$ cat src/rtl/prog_mem_arbiter.sv
// Program-memory port arbiter: shares one read port between instruction fetch
// and the 3-cycle LPM (load program memory) byte-load sequence.
module prog_mem_arbiter #(
    parameter int ADDR_W = 14,
    parameter int DATA_W = 16
) (
    input  logic              clk,
    input  logic              reset,
    input  logic              fetch_req,
    input  logic [ADDR_W-1:0] fetch_addr,
    output logic              fetch_valid,
    output logic [DATA_W-1:0] fetch_data,
    output logic              fetch_stall,
    input  logic              lpm_start,
    input  logic [1:0]        lpm_mode,
    input  logic [4:0]        lpm_rd,
    input  logic [15:0]       z_in,
    output logic [ADDR_W-1:0] pmem_addr,
    output logic              pmem_rd,
    input  logic [DATA_W-1:0] pmem_rdata,
    output logic              rf_we,
    output logic [4:0]        rf_waddr,
    output logic [7:0]        rf_wdata,
    output logic              z_we,
    output logic [15:0]       z_out,
    output logic              lpm_busy,
    output logic              lpm_done
);

    typedef enum logic [1:0] {
        IDLE     = 2'd0,
        LPM_ADDR = 2'd1,
        LPM_DATA = 2'd2,
        LPM_WB   = 2'd3
    } state_t;

    state_t      r_state;
    state_t      w_state_next;
    logic [15:0] r_z;
    logic [4:0]  r_rd;
    logic [1:0]  r_mode;
    logic [7:0]  r_byte;
    logic        r_fetch_pend;

    logic        w_idle;
    logic        w_lpm_accept;
    logic        w_fetch_accept;
    logic [7:0]  w_sel_byte;

    assign w_idle         = (r_state == IDLE);
    // LPM wins a same-cycle collision; the fetch is refused via fetch_stall.
    assign w_lpm_accept   = !reset && w_idle && lpm_start;
    assign w_fetch_accept = !reset && w_idle && fetch_req && !lpm_start;
    assign w_sel_byte     = r_z[0] ? pmem_rdata[15:8] : pmem_rdata[7:0];

    always_ff @(posedge clk) begin
        if (reset) begin
            r_state      <= IDLE;
            r_z          <= 16'd0;
            r_rd         <= 5'd0;
            r_mode       <= 2'd0;
            r_byte       <= 8'd0;
            r_fetch_pend <= 1'b0;
        end else begin
            r_state      <= w_state_next;
            r_fetch_pend <= w_fetch_accept;
            if (w_lpm_accept) begin
                r_z    <= z_in;
                r_rd   <= lpm_rd;
                r_mode <= lpm_mode;
            end
            if (r_state == LPM_DATA) begin
                r_byte <= w_sel_byte;
            end
        end
    end

    always_comb begin
        w_state_next = r_state;
        fetch_valid  = 1'b0;
        fetch_data   = '0;
        fetch_stall  = 1'b0;
        pmem_addr    = '0;
        pmem_rd      = 1'b0;
        rf_we        = 1'b0;
        rf_waddr     = 5'd0;
        rf_wdata     = 8'd0;
        z_we         = 1'b0;
        z_out        = 16'd0;
        lpm_busy     = 1'b0;
        lpm_done     = 1'b0;

        // While reset is asserted every output is held low, including a
        // fetch response that would otherwise appear this cycle.
        if (!reset) begin
            fetch_valid = r_fetch_pend;
            fetch_data  = r_fetch_pend ? pmem_rdata : '0;
            fetch_stall = lpm_start || !w_idle;
            lpm_busy    = !w_idle;

            case (r_state)
                IDLE: begin
                    if (lpm_start) begin
                        w_state_next = LPM_ADDR;
                    end else if (fetch_req) begin
                        pmem_rd   = 1'b1;
                        pmem_addr = fetch_addr;
                    end
                end
                LPM_ADDR: begin
                    pmem_rd      = 1'b1;
                    pmem_addr    = r_z[ADDR_W:1];
                    w_state_next = LPM_DATA;
                end
                LPM_DATA: begin
                    w_state_next = LPM_WB;
                end
                LPM_WB: begin
                    rf_we        = 1'b1;
                    rf_wdata     = r_byte;
                    rf_waddr     = (r_mode == 2'b00) ? 5'd0 : r_rd;
                    lpm_done     = 1'b1;
                    // Reserved mode 11 falls through as plain LPM Rd,Z.
                    if (r_mode == 2'b10) begin
                        z_we  = 1'b1;
                        z_out = r_z + 16'd1;
                    end
                    w_state_next = IDLE;
                end
                default: begin
                    w_state_next = IDLE;
                end
            endcase
        end
    end

endmodule

$ cat config.mk
export PLATFORM = sky130hd
export DESIGN_NAME = prog_mem_arbiter
export DESIGN_NICKNAME = d
export VERILOG_FILES = /design/src/rtl/prog_mem_arbiter.sv
export SDC_FILE = /design/constraint.sdc
export NUM_CORES = 1
export LEC_CHECK = 0
export CORE_UTILIZATION = 42
export DETAILED_ROUTE_END_ITERATION = 8
export GPL_ROUTABILITY_DRIVEN = 0
export GPL_TIMING_DRIVEN = 0
export PLACE_DENSITY_LB_ADDON = 0.08
export RECOVER_POWER = 100
export SETUP_SLACK_MARGIN = 0.1
export SLEW_MARGIN = 10
export SYNTH_ARGS = -nofsm -noshare
export SYNTH_HDL_FRONTEND = slang
export SYNTH_SLANG_ARGS = --single-unit
$ cat constraint.sdc
create_clock -name clk -period 3.7 [get_ports clk]
set_input_delay 1.11 -clock clk [delete_from_list [all_inputs] [get_ports clk]]
set_output_delay 1.11 -clock clk [all_outputs]
set_load 0.02 [all_outputs]
# Yosys cells after proc, flatten, opt, wreduce, memory -nomap -nowiden

Index checks and enable logic that the tools add are counted.

Multiplexer cells: 29
Reductions and logical operators: 10
$add $sub $neg: 1
Equality and inequality tests: 5

Operators with widths:

| kind                                                 | count |
|---|---|
| 2-to-1 mux 16 bit                                    | 5 |
| 2-to-1 mux 14 bit                                    | 3 |
| case mux 14 bit (2 select lines)                     | 1 |
| 2-to-1 mux 8 bit                                     | 3 |
| adder 16 x 1 -> 16 bit (second input constant)       | 1 |
| 2-to-1 mux 5 bit                                     | 3 |
| 2-to-1 mux 1 bit                                     | 11 |
| case mux 2 bit (4 select lines)                      | 1 |
| equality test 2 bit (second input constant)          | 3 |
| logical AND 1 bit                                    | 4 |
| logical NOT 2 bit                                    | 2 |
| logical NOT 1 bit                                    | 3 |
| equality test 2 x 1 -> 1 bit (second input constant) | 1 |
| 2-to-1 mux 2 bit                                     | 1 |
| != test 2 bit (second input constant)                | 1 |
| case mux 1 bit (2 select lines)                      | 1 |
| logical OR 1 bit                                     | 1 |

Flip-flop bits (word level): 34
Output and inout port bits: 66
Logic and storage cells: 51

# Depth between registers and ports, before layout

Gate-level depths: netlist (run 1).

Depth in word-level cells: 4
Mapped depth: 7
Mapped depth without buffers: 6

# Least setup slack after synthesis (run 1)

OpenSTA, ideal clock, no wires.

Kind: input port to output port
Start: input port reset
End: output port z_out[12]
Path slack: 382 ps
Stages: 6
Arrival: 2,208 ps
Cells stage by stage: nor2b_1 > buf_2 > nand3b_1 > clkinv_1 > nand2b_1 > mux2i_1

Longest elaborated chain between the ends: 1

Ends and longest elaborated chain:

| element            | line | text |
|---|---|---|
| start: declaration | 8    | `input logic reset,` |
| 2-to-1 mux 16 bit  | 95   | `if (!reset) begin` |
| end: declaration   | 25   | `output logic [15:0] z_out,` |

No other way between the ends.

# Final worst setup path (run 1)

Start: input port fetch_req
End: output port pmem_addr[12]

Longest elaborated chain between the ends: 4

Ends and longest elaborated chain:

| element                          | line | text |
|---|---|---|
| start: declaration               | 9    | `input logic fetch_req,` |
| 2-to-1 mux 14 bit                | 105  | `end else if (fetch_req) begin` |
| 2-to-1 mux 14 bit                | 103  | `if (lpm_start) begin` |
| case mux 14 bit (2 select lines) | 101  | `case (r_state)` |
| 2-to-1 mux 14 bit                | 95   |  |
| end: declaration                 | 18   | `output logic [ADDR_W-1:0] pmem_addr,` |

No other way between the ends.

==> metrics, run 1 <==
Hold Path Class flop to flop; outcome completed; gate count after technology mapping 290; Hold WS 0.481 ns; Detailed Routing Iterations Pass 1 4; share of the synthesized area in the top cell type 31.1%; design area 3470 um2; sw frac 40.4%; Int Pwr 864 uW; post-synthesis to final-layout area growth 58.3%; Synth Net Count 352; IO Pins 123; gr ovfl total 0; RSZ-0062 raised after global routing yes; layout cells sized above 1 8.81%; Critical Path RT 2.59 ns; port bufs 122; Skew-Pair Late Insertion Delay 0.28 ns; largest cells by area after synthesis dfxtp_1 (31%), and2_1 (7.1%), nor2_1 (6.5%); Root Buffer clkbuf_8; # hold bufs at CTS 0; DIE WIDTH 74.2 um; Initial Util 44.9%; DP Area 3500 um2; share of total power in sequential cells 39.5%; min cycle time layout 3.61 ns; Comb pwr share 42.3%; setup TNS 0 ns; Leakage Power 1.38 nW; net switching power figure 586 uW; Core Region 4880 um2; total power 1.45 mW; max-cap viol count 0; Seq cells post-synth 34; Setup CP Type input port to output port; CTS tree done; average cell area after synthesis 7.56 um2; Via-to-Cell Ratio 5.21; Avg WL per Cell 14.3 um; end-of-flow core utilization 71.1%; Worst Setup Start Kind input port; Synth cell types 34; Post-DP HPWL 5290 um; Arrival @ worst endpoint 2.50 ns; Worst Skew 0.00644 ns; cell row count 25; crit-path max FO 10; worst slew pin tran 0.643 ns; initial antenna violation count 0; Achievable Freq 277 MHz; H-tree levels 2; register area share after synthesis 31.1%; Final Hold Viols 0; die area 5510 um2; Worst VDD drop 0.000293 V; worst rel slew slack 56.7%; Die Y 74.2 um; Crit. End Element output port; Final period util 97.5%; Synthesis Warnings 0; most frequent cells in the layout clkdlybuf4s50_1 (53), nor2_1 (38), dfxtp_1 (34), nand2_1 (30), clkbuf_1 (28); Final Slew Violations 0; CTS Buf Count 5; via count 2535; Synth Cell Area 2190 um2; DRC viols 0; ANT nets after route 0; # nets final 482; Synth area leader dfxtp_1; pwr dens 418 nW/um2; clock share of power 18.1%; drt total wl 6990 um; global-route wire length before repair 11100 um; clk sinks 34; largest net degree at the start of global routing 12; Clock Pin Slew Worst Setup and Hold Paths 0.07 ns; vias in the first global route 2383; 1st-iter DRT viols 151; diode count 0; final setup fails 0; clk buf depth 2; commonest non-fill, non-tap cell in the layout clkdlybuf4s50_1; Overall Global Routing Usage 26.3%
==> state kept, by name, summed over array words and instances (netlist names) <==
| register | flops |
|---|---|
| r_byte | 8 |
| r_fetch_pend | 1 |
| r_mode | 2 |
| r_rd | 5 |
| r_state | 2 |
| r_z | 16 |
==> cell families after synthesis <==
kind of cell	share of synthesized area, %
AND/OR/NAND/NOR	35.9
XOR/XNOR	1.20
flip-flops	31.1
adder cells (fa/ha/maj)	2.85
multiplexers	5.94
AO/OA/AOI/OAI	17.6
buffers and inverters	5.48
==> timing repair <==
item | 4_1_cts | 5_1_grt
setup buffers | 1 | 0
gates resized for setup | 100 | 30
pin swaps | 0 | 1
endpoints found under the setup margin | 66 | 31
==> worst paths after layout <==
check | from | end | slack [ns] | depth (start not counted)
max | fetch_req | pmem_addr[12] | 0.09 | 7
min | r_byte[7] | r_byte[7] | 0.48 | 2
max reg2reg | r_state[0] | r_rd[2] | 1.74 | 6
min reg2reg | r_byte[7] | r_byte[7] | 0.48 | 2
==> routing by layer <==
layer | global-route usage (%) | vias to the layer above | wire length, um
met5 | 0 | - | 0
met4 | 7.55 | 0 | 65
met3 | 5.42 | 6 | 512
met2 | 43.4 | 97 | 3360
met1 | 34.9 | 1175 | 3050
li1 | - | 1257 | -
==> through the flow <==
stage / std cells / setup WS (ns)
floorplan: 290 / 0.382
global placement: 479 / -0.769
detailed placement: 479 / -0.786
CTS: 487 / 0.101
global route: 487 / 0.00678
finish: 487 / 0.0913
==> layout make-up <==
class | instances | area, um2
multi-input combinational | 228 | 1400
sequential | 34 | 681
clock inverter | 1 | 7.51
buffer | 23 | 134
fill | 438 | 1410
timing repair buffer | 123 | 1070
tap | 67 | 83.8
inverter | 5 | 20.0
clock buffer | 6 | 72.6
==> critical path, stage by stage <==
cell and delay [ns]:
dlygate4sd3_1 0.52, and3b_1 0.15, clkbuf_4 0.17, buf_6 0.14
a22oi_1 0.07, nor2_1 0.11, clkbuf_1 0.24
==> cell usage after synthesis (all sizes together) <==
library cell and number:
o21bai 1, nand2b 21, or2b 4, a21oi 7, o31ai 6, buf 9
nor2b 4, nand3 5, and2 25, dfxtp 34, a22oi 14, nand2 31
clkinv 1, and3b 2, a211oi 9, nand3b 1, xnor2 1, nor4 4
or4 4, inv 4, xor2 2, mux2i 13, o21ai 25, or3 3
nand4 3, ha 5, nor2 38, clkbuf 14
==> power by group through the flow <==
stage          logic (mW)  clock network (mW)  registers [mW]
2_1_floorplan       0.398                   0           0.544
3_3_place_gp        0.599                   0           0.572
3_5_place_dp        0.617                   0           0.578
4_1_cts             0.627               0.266           0.571
5_1_grt             0.689               0.286           0.587
6_report            0.614               0.263           0.573
No activity file was read; power rests on OpenSTA's default activity.
==> run 2: changes to the inputs <==
--- a/config.mk
+++ b/config.mk
@@ -5,7 +5,8 @@
 export SDC_FILE = /design/constraint.sdc
 export NUM_CORES = 1
 export LEC_CHECK = 0
-export CORE_UTILIZATION = 42
+export CORE_UTILIZATION = 43
+export CTS_BUF_LIST = sky130_fd_sc_hd__clkbuf_4
 export DETAILED_ROUTE_END_ITERATION = 8
 export GPL_ROUTABILITY_DRIVEN = 0
 export GPL_TIMING_DRIVEN = 0
==> metrics, run 2 (synthesis gave the netlist of run 1 again) <==
outcome completed; Overall Global Routing Usage 25.9% (-0.42 points); Final period util 96.5% (-1.0 points); setup TNS 0 ns (unchanged); port bufs 122 (unchanged); CTS tree done; Die Y 73.4 um (-1.1%); worst slew pin tran 0.705 ns (+0.0618 ns); final setup fails 0 (unchanged); max reg flops 16 (unchanged); drt total wl 6850 um (-1.9%); Biggest register r_z; largest registers r_z x16, r_byte x8, r_rd x5; crit-path max FO 10 (unchanged); vias in the first global route 2310 (-3.1%); via count 2546 (+0.43%); flop2flop setup slack 1.67 ns (-0.07 ns); RR Startpoint r_state[0]; cell row count 25 (unchanged); IO Pins 123 (unchanged); clk sinks 34 (unchanged); initial antenna violation count 0 (unchanged); Detailed Routing Iterations Pass 1 4 (unchanged); Post-DP HPWL 5110 um (-3.5%); Clock Pin Slew Worst Setup and Hold Paths 0.11 ns (+0.04 ns); DP Worst Slack -0.773 ns (+0.0127 ns); Skew-Pair Late Insertion Delay 0.33 ns (+0.05 ns); ANT nets after route 0 (unchanged); worst rel slew slack 52.5% (-4.2 points); post-synthesis to final-layout area growth 60.0%; FILL cells 422 (-3.7%); Setup CP Type input port to output port; Root Buffer clkbuf_4; Via-to-Cell Ratio 5.17 (-0.59%); pwr dens 394 nW/um2 (-5.6%); Critical Path Stages 4 (-3); commonest non-fill, non-tap cell in the layout clkdlybuf4s50_1; global-route wire length before repair 10800 um (-3.1%); Worst Setup EP fetch_valid; Final WS setup 0.130 ns (+0.0388 ns); Crit. End Element output port; Avg WL per Cell 13.9 um (-2.9%); design area 3510 um2 (+1.1%); Arrival @ worst endpoint 2.46 ns (-0.04 ns); min cycle time layout 3.57 ns (-0.0388 ns); CP max-delay cell clkdlybuf4s50_1; Leakage Power 1.40 nW (+1.7%); worst setup path start reset; Critical Path RT 2.59 ns (about the same); Initial Util 45.5% (+0.58 points); Buf+Inv Stages, Crit Path 3 (-1); end-of-flow core utilization 72.8% (+1.7 points); H-tree levels 2 (unchanged); DRC viols 0 (unchanged); gr ovfl total 0 (unchanged); Core Region 4820 um2 (-1.3%); Hold Path Class flop to flop; Achievable Freq 280 MHz (+1.1%); r2r worst-path depth 7 (+1); Max stage delay on crit path 0.68 ns (+0.16 ns); 1st-iter DRT viols 170 (+13%); largest net degree at the start of global routing 12 (unchanged); CTS Buf Count 5 (unchanged); Final Slew Violations 0 (unchanged); diode count 0 (unchanged); max-cap viol count 0 (unchanged); Worst VDD drop 0.000188 V (-36%); die area 5390 um2 (-2.3%); clk buf depth 2 (unchanged); DP Area 3500 um2 (unchanged); Worst Skew 0.00272 ns (-0.00372 ns); CP Cell Sequence clkbuf_2 -> nor2b_1 -> clkbuf_1 -> clkdlybuf4s50_1; kind of cell adding the most delay to the critical path buffers and inverters; layout cells sized above 1 8.71% (-0.10 points); Worst Setup Start Kind input port; # nets final 486 (+0.83%); RSZ-0062 raised after global routing yes; most frequent cells in the layout clkdlybuf4s50_1 (55), nor2_1 (38), dfxtp_1 (34), nand2_1 (30), o21ai_0 (25); DIE WIDTH 73.4 um (-1.1%); Final Hold Viols 0 (unchanged); reg2reg end r_z[12]
==> run 2: final cells by class <==
cell class / count / area [um2] / share of cell area [%]
multi-input cells: 228 / 1400 / 39.8
repair buffers: 127 / 1140 / 32.6
flip-flops and latches: 34 / 681 / 19.4
plain buffers: 23 / 130 / 3.71
well taps: 67 / 83.8 / 2.39
clock buffers: 6 / 45.0 / 1.28
inverters: 5 / 21.3 / 0.606
clock inverters: 2 / 8.76 / 0.250
==> run 2: repair_timing <==
action / in CTS / in global routing
setup buffers: 2 / 2
hold buffers: 0 / 0
hold endpoints to repair: 0 / 0
setup endpoints to repair: 66 / 49
gates cloned: 1 / 0
resized for setup: 112 / 15
==> run 2: power breakdown <==
| part | switching, mW | total (mW) | internal (mW) |
|---|---|---|---|
| clock | 0.127 | 0.206 | 0.0788 |
| combinational | 0.347 | 0.611 | 0.263 |
| sequential | 0.0997 | 0.567 | 0.468 |
==> run 2: per-layer routing <==
layer  up-vias  share of wire (%)  global-route usage, %
li1       1263                  -                      -
met1      1175                 42                   32.0
met2       104                 48                   45.0
met3         4                9.0                   6.86
met4         0               0.39                   5.98
met5         -                  0                      0
==> run 2: worst reg2reg max path, stage by stage, from the launching register on <==
cell and delay (ns):
dfxtp_1 0.36, inv_1 0.09, ha_1 0.28, and3b_1 0.19
clkbuf_1 0.34, clkbuf_1 0.50, nand2_1 0.09, o21ai_0 0.11
==> run 2: worst min-delay path by stage <==
stage	to	slack (ns)	startpoint	cells past startpoint
final	r_mode[0]	0.49	r_mode[0]	2
after global routing	r_mode[0]	0.51	r_mode[0]	2
after CTS	r_mode[0]	0.49	r_mode[0]	2
after detailed placement	r_byte[5]	0.47	r_byte[5]	2
after global placement	r_mode[0]	0.47	r_mode[0]	2
after floorplan	r_mode[0]	0.45	r_mode[0]	2
==> run 2: metrics by stage <==
| stage | hold WS (ns) | power, mW | instances |
|---|---|---|---|
| detailed placement | 0.473 | 1.19 | 479 |
| global route | 0.513 | 1.48 | 492 |
| CTS | 0.489 | 1.40 | 490 |
| global placement | 0.465 | 1.17 | 479 |
| finish | 0.490 | 1.38 | 492 |
| floorplan | 0.454 | 0.942 | 290 |
